<file path="src/rtl/adc_spi_rx.sv">
// adc_spi_rx: sample timer plus CNV/SCK/SDO sequencer for a 16-bit SPI SAR ADC.
// Each conversion ends with a one-cycle adc_done strobe and a fresh adc_data word
// that is held until the next strobe.
module adc_spi_rx #(
   parameter int unsigned PERIOD      = 1000,
   parameter int unsigned CONV_CYCLES = 100,
   parameter int unsigned SCK_HALF    = 2
) (
   input  logic        clk,
   input  logic        reset,
   input  logic        enable,
   input  logic        adc_sdo,
   output logic        adc_cnv,
   output logic        adc_sck,
   output logic [15:0] adc_data,
   output logic        adc_done,
   output logic        busy,
   output logic        overrun
);

   localparam int unsigned PW     = (PERIOD > 1) ? $clog2(PERIOD) : 1;
   localparam int unsigned PH_MAX = (CONV_CYCLES > SCK_HALF) ? CONV_CYCLES : SCK_HALF;
   localparam int unsigned PHW    = (PH_MAX > 1) ? $clog2(PH_MAX) : 1;

   localparam logic [PW-1:0]  PERIOD_LAST = PW'(PERIOD - 1);
   localparam logic [PHW-1:0] CONV_LAST   = PHW'(CONV_CYCLES - 1);
   localparam logic [PHW-1:0] HALF_LAST   = PHW'(SCK_HALF - 1);

   typedef enum logic [1:0] {StIdle, StConv, StShift, StDone} state_e;

   state_e          state_q;
   logic [PW-1:0]   period_q;
   logic [PHW-1:0]  phase_q;   // cycles spent in CONV, or within the current SCK half-period
   logic [4:0]      edge_q;    // SCK toggles issued so far (32 per sample)
   logic [15:0]     shreg_q;
   logic            tick;

   assign tick = enable && (period_q == PERIOD_LAST);

   // Free-running sample timer; held at zero while disabled.
   always_ff @(posedge clk or negedge reset) begin
      if (!reset) begin
         period_q <= '0;
      end else if (!enable || tick) begin
         period_q <= '0;
      end else begin
         period_q <= period_q + PW'(1);
      end
   end

   // Conversion sequencer with registered ADC pins and status outputs.
   always_ff @(posedge clk or negedge reset) begin
      if (!reset) begin
         state_q  <= StIdle;
         phase_q  <= '0;
         edge_q   <= '0;
         shreg_q  <= '0;
         adc_cnv  <= 1'b0;
         adc_sck  <= 1'b0;
         adc_data <= '0;
         adc_done <= 1'b0;
         busy     <= 1'b0;
         overrun  <= 1'b0;
      end else begin
         adc_done <= 1'b0;
         // A trigger is only honoured in IDLE; anywhere else it is dropped and flagged.
         if (tick && (state_q != StIdle)) begin
            overrun <= 1'b1;
         end
         case (state_q)
            StIdle: begin
               if (tick) begin
                  state_q <= StConv;
                  adc_cnv <= 1'b1;
                  busy    <= 1'b1;
                  phase_q <= '0;
               end
            end
            StConv: begin
               if (phase_q == CONV_LAST) begin
                  state_q <= StShift;
                  adc_cnv <= 1'b0;
                  phase_q <= '0;
                  edge_q  <= '0;
               end else begin
                  phase_q <= phase_q + PHW'(1);
               end
            end
            StShift: begin
               if (phase_q == HALF_LAST) begin
                  phase_q <= '0;
                  adc_sck <= ~adc_sck;
                  edge_q  <= edge_q + 5'd1;
                  // Sample on the edge that raises SCK; data was launched on the prior fall.
                  if (!adc_sck) begin
                     shreg_q <= {shreg_q[14:0], adc_sdo};
                  end
                  // 32nd toggle returns SCK low: the word is complete.
                  if (edge_q == 5'd31) begin
                     state_q  <= StDone;
                     adc_data <= shreg_q;
                     adc_done <= 1'b1;
                  end
               end else begin
                  phase_q <= phase_q + PHW'(1);
               end
            end
            StDone: begin
               state_q <= StIdle;
               busy    <= 1'b0;
            end
            default: begin
               state_q <= StIdle;
               busy    <= 1'b0;
               adc_cnv <= 1'b0;
               adc_sck <= 1'b0;
            end
         endcase
      end
   end

endmodule
</file>
<file path="config.mk">
export PLATFORM = sky130hd
export DESIGN_NAME = adc_spi_rx
export DESIGN_NICKNAME = d
export VERILOG_FILES = /design/src/rtl/adc_spi_rx.sv
export SDC_FILE = /design/constraint.sdc
export NUM_CORES = 1
export LEC_CHECK = 0
export BUFFER_PORTS_ARGS = -buffer_cell sky130_fd_sc_hd__buf_2
export CAP_MARGIN = 10
export CORE_ASPECT_RATIO = 0.75
export CORE_MARGIN = 5
export CORE_UTILIZATION = 60
export CTS_CLUSTER_DIAMETER = 150
export CTS_CLUSTER_SIZE = 8
export DETAILED_ROUTE_END_ITERATION = 12
export HOLD_SLACK_MARGIN = 0.02
export PLACE_DENSITY = 0.8
export SYNTH_ARGS = -nofsm -noshare
export SYNTH_HDL_FRONTEND = slang
export SYNTH_SLANG_ARGS = --single-unit
export TNS_END_PERCENT = 10
</file>
<file path="constraint.sdc">
create_clock -name clk -period 4.3 [get_ports clk]
set_clock_uncertainty 0.15 [all_clocks]
set_input_delay 0.86 -clock clk [delete_from_list [all_inputs] [get_ports clk]]
set_output_delay 0.86 -clock clk [all_outputs]
set_load 0.1 [all_outputs]
</file>
# After elaboration in Yosys (flattened, before gate mapping)

Index checks and enable logic that the tools add are counted.

$add $sub $neg: 3
Eq/ne operators: 11
Muxes and demuxes: 20
Bitwise operators: 1
Reductions and logical operators: 18

Operator list:

| kind                                                 | count |
|---|---|
| two-way mux 7 bit                                    | 3 |
| one-hot mux 7 bit (3 select lines)                   | 1 |
| AND reduction 3 bit                                  | 4 |
| adder 10 x 1 -> 10 bit (second input constant)       | 1 |
| equality test 10 bit (second input constant)         | 1 |
| two-way mux 10 bit                                   | 1 |
| two-way mux 5 bit                                    | 2 |
| one-hot mux 5 bit (2 select lines)                   | 1 |
| two-way mux 2 bit                                    | 4 |
| inequality test 2 bit (second input constant)        | 4 |
| one-hot mux 2 bit (4 select lines)                   | 1 |
| nonzero test 2 bit                                   | 4 |
| adder 7 x 1 -> 7 bit (second input constant)         | 1 |
| equality test 7 x 1 -> 1 bit (second input constant) | 1 |
| equality test 7 bit (second input constant)          | 1 |
| AND reduction 2 bit                                  | 3 |
| adder 5 x 1 -> 5 bit (second input constant)         | 1 |
| equality test 5 bit (second input constant)          | 1 |
| two-way mux 1 bit                                    | 5 |
| equality test 2 bit (second input constant)          | 2 |
| one-hot mux 1 bit (2 select lines)                   | 2 |
| AND reduction 4 bit                                  | 1 |
| nonzero test 3 bit                                   | 1 |
| equality test 2 x 1 -> 1 bit (second input constant) | 1 |
| other kinds (5)                                      | 6 |

Register bits after elaboration: 61
Input port bits: 4
Output and inout bits: 21
Logic and storage cells: 64

# Logic depth before layout (Yosys ltp)

Depth in word-level cells: 4
Depth in mapped cells: 9
Gate-level depth less buffers: 6

# Worst setup path after synthesis

OpenSTA, ideal clock, no wires.

Path type: register to register
Start: register state_q[0]
End: register shreg_q[10]
Library setup time: 125 ps
Data arrival time: 1,940 ps
Data required time: 4,025 ps
Slack: 2,085 ps
Cell stages (with the launch flop): 10
Period minus slack after synthesis: 2,215 ps
Path through: dfrtp_1 inv_1 ha_1 clkbuf_1 inv_1 nor3_2 nand2b_1 buf_6 buf_6 mux2_4

Longest elaborated chain between the ends: 2

RTL lines:

| what                          | line | source |
|---|---|---|
| start, declared               | 31   | `state_e state_q;` |
| start signal, assigned        | 54   | `state_q <= StIdle;` |
| start signal, assigned        | 73   | `state_q <= StConv;` |
| start signal, assigned        | 81   | `state_q <= StShift;` |
| equality test 2 bit           | 70   | `case (state_q)` |
| AND reduction 3 bit (no line) | n/a  |  |
| end signal, assigned          | 96   | `shreg_q <= {shreg_q[14:0], adc_sdo};` |
| end, declared                 | 35   | `logic [15:0] shreg_q;` |

No other way between the ends.
A chain may end at the register's enable or synchronous reset.

# Worst setup path in the final report

Start: register state_q[0]
End: register shreg_q[9]

Same word-level chain as after synthesis.

==> impl_metrics.csv <==
group,metric,value,unit
detailed_routing,wl_per_cell,15.9,um
place,post-place-ws,1.65,ns
finish,diodes,0,
floorplanning,die_w,89.5,um
critical_path,rr_worst_depth,6,
status,outcome,"finished, final reports clean",
finish,seqCellArea,0.00153,mm^2
global_route,grt_overflow,0,
clock_tree,clock_latency,0.34,ns
clock_tree,ctsHoldBuffers,0,
clock_tree,ctsResizeCount,0,
critical_path,critPathLaunch,"state_q[0]$_DFFE_PN0P_",
critical_path,startpoint_type,"flop",
floorplanning,dieArea,0.00623,mm^2
critical_path,path_cells,"inv_1, ha_1, inv_1, nor3_2, nand2b_1, mux2_4",
place,post_dp_cell_area,0.00301,mm^2
sta,min_period,2.71,ns
logic_synthesis,syn_area_per_cell,12.5,um^2
clock_tree,cts_root_buffer,"clkbuf_8",
global_route,grt_pass1_vias,1790,
clock_tree,h-tree-depth,3,
logic_synthesis,synth_edf_count,0,
finish,area_growth,14.1,%
floorplanning,die_height,69.6,um
logic_synthesis,synth_cell_type_count,42,
finish,multi_input_area,0.00126,mm^2
logic_synthesis,yosysWarningCount,0,
logic_synthesis,yosysTopAreaCellShare,0.536,
pwr,power_density,373,mW/mm^2
sta,grt_setup_unrepaired,"false",
logic_synthesis,syn_area,0.00285,mm^2
logic_synthesis,ys_ff_latch,61,
critical_path,critPathTopFamily,"simple AND/OR/NAND/NOR gates",
place,place.gp.congestion,0.812,
logic_synthesis,async_flop_share,1.00,
floorplanning,core,0.00452,mm^2
critical_path,critical-path-max-stage-delay,0.54,ns
logic_synthesis,yosysTopAreaCell,"dfrtp_1",
sta,fin_tns_setup,0,ns
critical_path,end_kind,"flop",
logic_synthesis,synth-main-ff-cell,"dfrtp_1",
min_path,hold_path_end,"overrun$_DFFE_PN0P_",
detailed_routing,finalWirelength,5120,um
min_path,min-delay-start,"overrun$_DFFE_PN0P_",
logic_synthesis,ys_seq_area_frac,0.536,
floorplanning,start_util,0.630,
sta,finalHoldViolations,0,
flow_run,drv_cap,0,
floorplanning,fp-row-count,21,
logic_synthesis,syn-num-nets,242,
finish,fin_area,0.00325,mm^2
sta,tightestPinTransition,1.07,ns
logic_synthesis,synthCells,228,
critical_path,reg2reg_slack,1.59,ns
sta,fin_ws,1.59,ns
critical_path,cp.arrival,2.78,ns
floorplanning,io_pins,25,
pwr,irDropWorstVdd,0.000314,V
min_path,hold_depth,1,
clock_tree,cts_tree,"done",
clock_tree,cts_setup_buffers,0,
finish,nets,274,
global_route,grt_max_degree,50,
critical_path,crit_required,4.37,ns
sta,drv_slew,0,
detailed_routing,drcViolationCount,0,
global_route,track_usage,0.181,
detailed_routing,drt_pre_antenna_iters,4,
critical_path,cp_slowest_cell,"nand2b_1",
global_route,grt_pass1_wl,8610,um
sta,max_freq,369,MHz
detailed_routing,drt_iter0_drc,62,
sta,finalCritPeriodShare,0.630,
critical_path,critical_path.most_common_cell,"inv_1",
critical_path,timing.rr.end,"shreg_q[9]$_DFFE_PN0P_",
detailed_routing,vias,1834,
critical_path,r2r_start,"state_q[0]$_DFFE_PN0P_",
place,port_buffers,24,
sta,slew_headroom,0.289,
pwr,leakagePower,1.61,nW
global_route,antenna_found_initial,0,
clock_tree,cts-buffers-inserted,9,
detailed_routing,via_per_inst,5.70,
detailed_routing,ant_nets,0,
finish,drive_gt1_frac,0.306,
place,hpwl,3370,um
clock_tree,path_clk_slew,0.07,ns
min_path,hp-class,"flop to flop",
clock_tree,clockBufferDepth,2,
sta,whs,0.306,ns
critical_path,critPathKind,"flop to flop",
pwr,p_total,1.21,mW
clock_tree,clkSinkCount,61,
finish,n_fill_cell,318,
sta,setup_violations,0,
critical_path,path_buf_inv,2,
logic_synthesis,synth_area_leaders,"dfrtp_1, mux2_2, mux2_4",
critical_path,crit_fanout,17,
==> sequential cells by signal, summed over array words and instances (netlist names), 2 cells and up <==
| name | flops |
|---|---|
| adc_data | 16 |
| shreg_q | 16 |
| period_q | 10 |
| phase_q | 7 |
| edge_q | 5 |
| state_q | 2 |
==> worst max-delay path by stage <==
stage	end	slack [ns]	cells after the start
final	shreg_q[9]$_DFFE_PN0P_	1.59	6
after global routing	shreg_q[9]$_DFFE_PN0P_	1.45	6
after CTS	shreg_q[9]$_DFFE_PN0P_	1.59	6
after detailed placement	shreg_q[14]$_DFFE_PN0P_	1.65	6
after global placement	shreg_q[11]$_DFFE_PN0P_	1.77	6
after floorplan	shreg_q[10]$_DFFE_PN0P_	2.09	9
==> power breakdown <==
group	internal, mW	switching, mW
combinational	0.00449	0.0141
sequential	0.576	0.00230
clock	0.385	0.229
total	0.966	0.245
==> worst reg2reg max path, stage by stage (launching register included) <==
cell and delay [ns]:
dfrtp_1 0.40, inv_1 0.13, ha_1 0.38, inv_1 0.22, nor3_2 0.27, nand2b_1 0.54, mux2_4 0.50
==> per-stage QoR <==
step,utilization,instances
after floorplan,-,228
after global placement,0.665,306
after detailed placement,0.665,306
after CTS,0.718,322
after global routing,0.718,322
final,0.718,322
==> cell usage after synthesis, types with 3 or more instances <==
cell       instances
nor2_1            10
nand2_1           17
mux2_4             9
or2_2              5
and3_1             7
nor3_1             5
ha_1              10
xor2_1             3
dfrtp_1           61
o21ai_1            3
inv_1              6
mux2_2            24
o21ai_0            5
o211ai_1           9
o2bb2ai_1          4
buf_6              3
nand3_1            7
xnor2_1            5
==> cell families (layout without fill, tap and decap cells) <==
family	count (synthesis)	after routing	synth area share
XOR/XNOR	8	8	0.0246
adder cells (fa/ha/maj)	10	10	0.0440
AO/OA/AOI/OAI	37	37	0.0972
multiplexers	34	34	0.146
buffers and inverters	10	47	0.0211
flip-flops	61	61	0.536
AND/OR/NAND/NOR	68	68	0.131
==> routing by layer <==
layer / GRT usage / part of all wire / wire length [um] / up-vias
met5: 0 / 0 / 0 / -
met4: 0.0612 / 0.0098 / 50 / 0
met3: 0.0689 / 0.050 / 257 / 8
met2: 0.258 / 0.45 / 2310 / 40
met1: 0.251 / 0.49 / 2500 / 891
li1: - / - / - / 895
==> cell usage in the layout (no fill, tap or decap), drive strengths merged, types with 2 or more instances in the layout <==
cell type | Yosys | layout
dfrtp | 61 | 61
mux2 | 33 | 33
buf | 3 | 25
nand2 | 18 | 18
nor2 | 10 | 10
ha | 10 | 10
clkbuf | 1 | 10
o211ai | 9 | 9
o21ai | 8 | 8
nand3 | 7 | 7
and3 | 7 | 7
inv | 6 | 6
nor3 | 6 | 6
xnor2 | 5 | 5
or2 | 5 | 5
o2bb2ai | 4 | 4
xor2 | 3 | 3
bufinv | 0 | 3
nor2b | 2 | 2
and2 | 2 | 2
nand2b | 2 | 2
nand4bb | 2 | 2
o31ai | 2 | 2
a32oi | 2 | 2
a21oi | 2 | 2
o211a | 2 | 2
or3 | 2 | 2
a2bb2oi | 2 | 2
a221o | 2 | 2
clkinv | 0 | 2
==> cell type report <==
class	instances	share of cell area
Clock inverter	6	0.0343
Timing Repair Buffer	25	0.0393
Multi-Input combinational cell	157	0.388
Sequential cell	61	0.470
Clock buffer	10	0.0393
Tap cell	57	0.0220
Inverter	6	0.00694
Note: power is estimated with default switching activity, not from simulation.
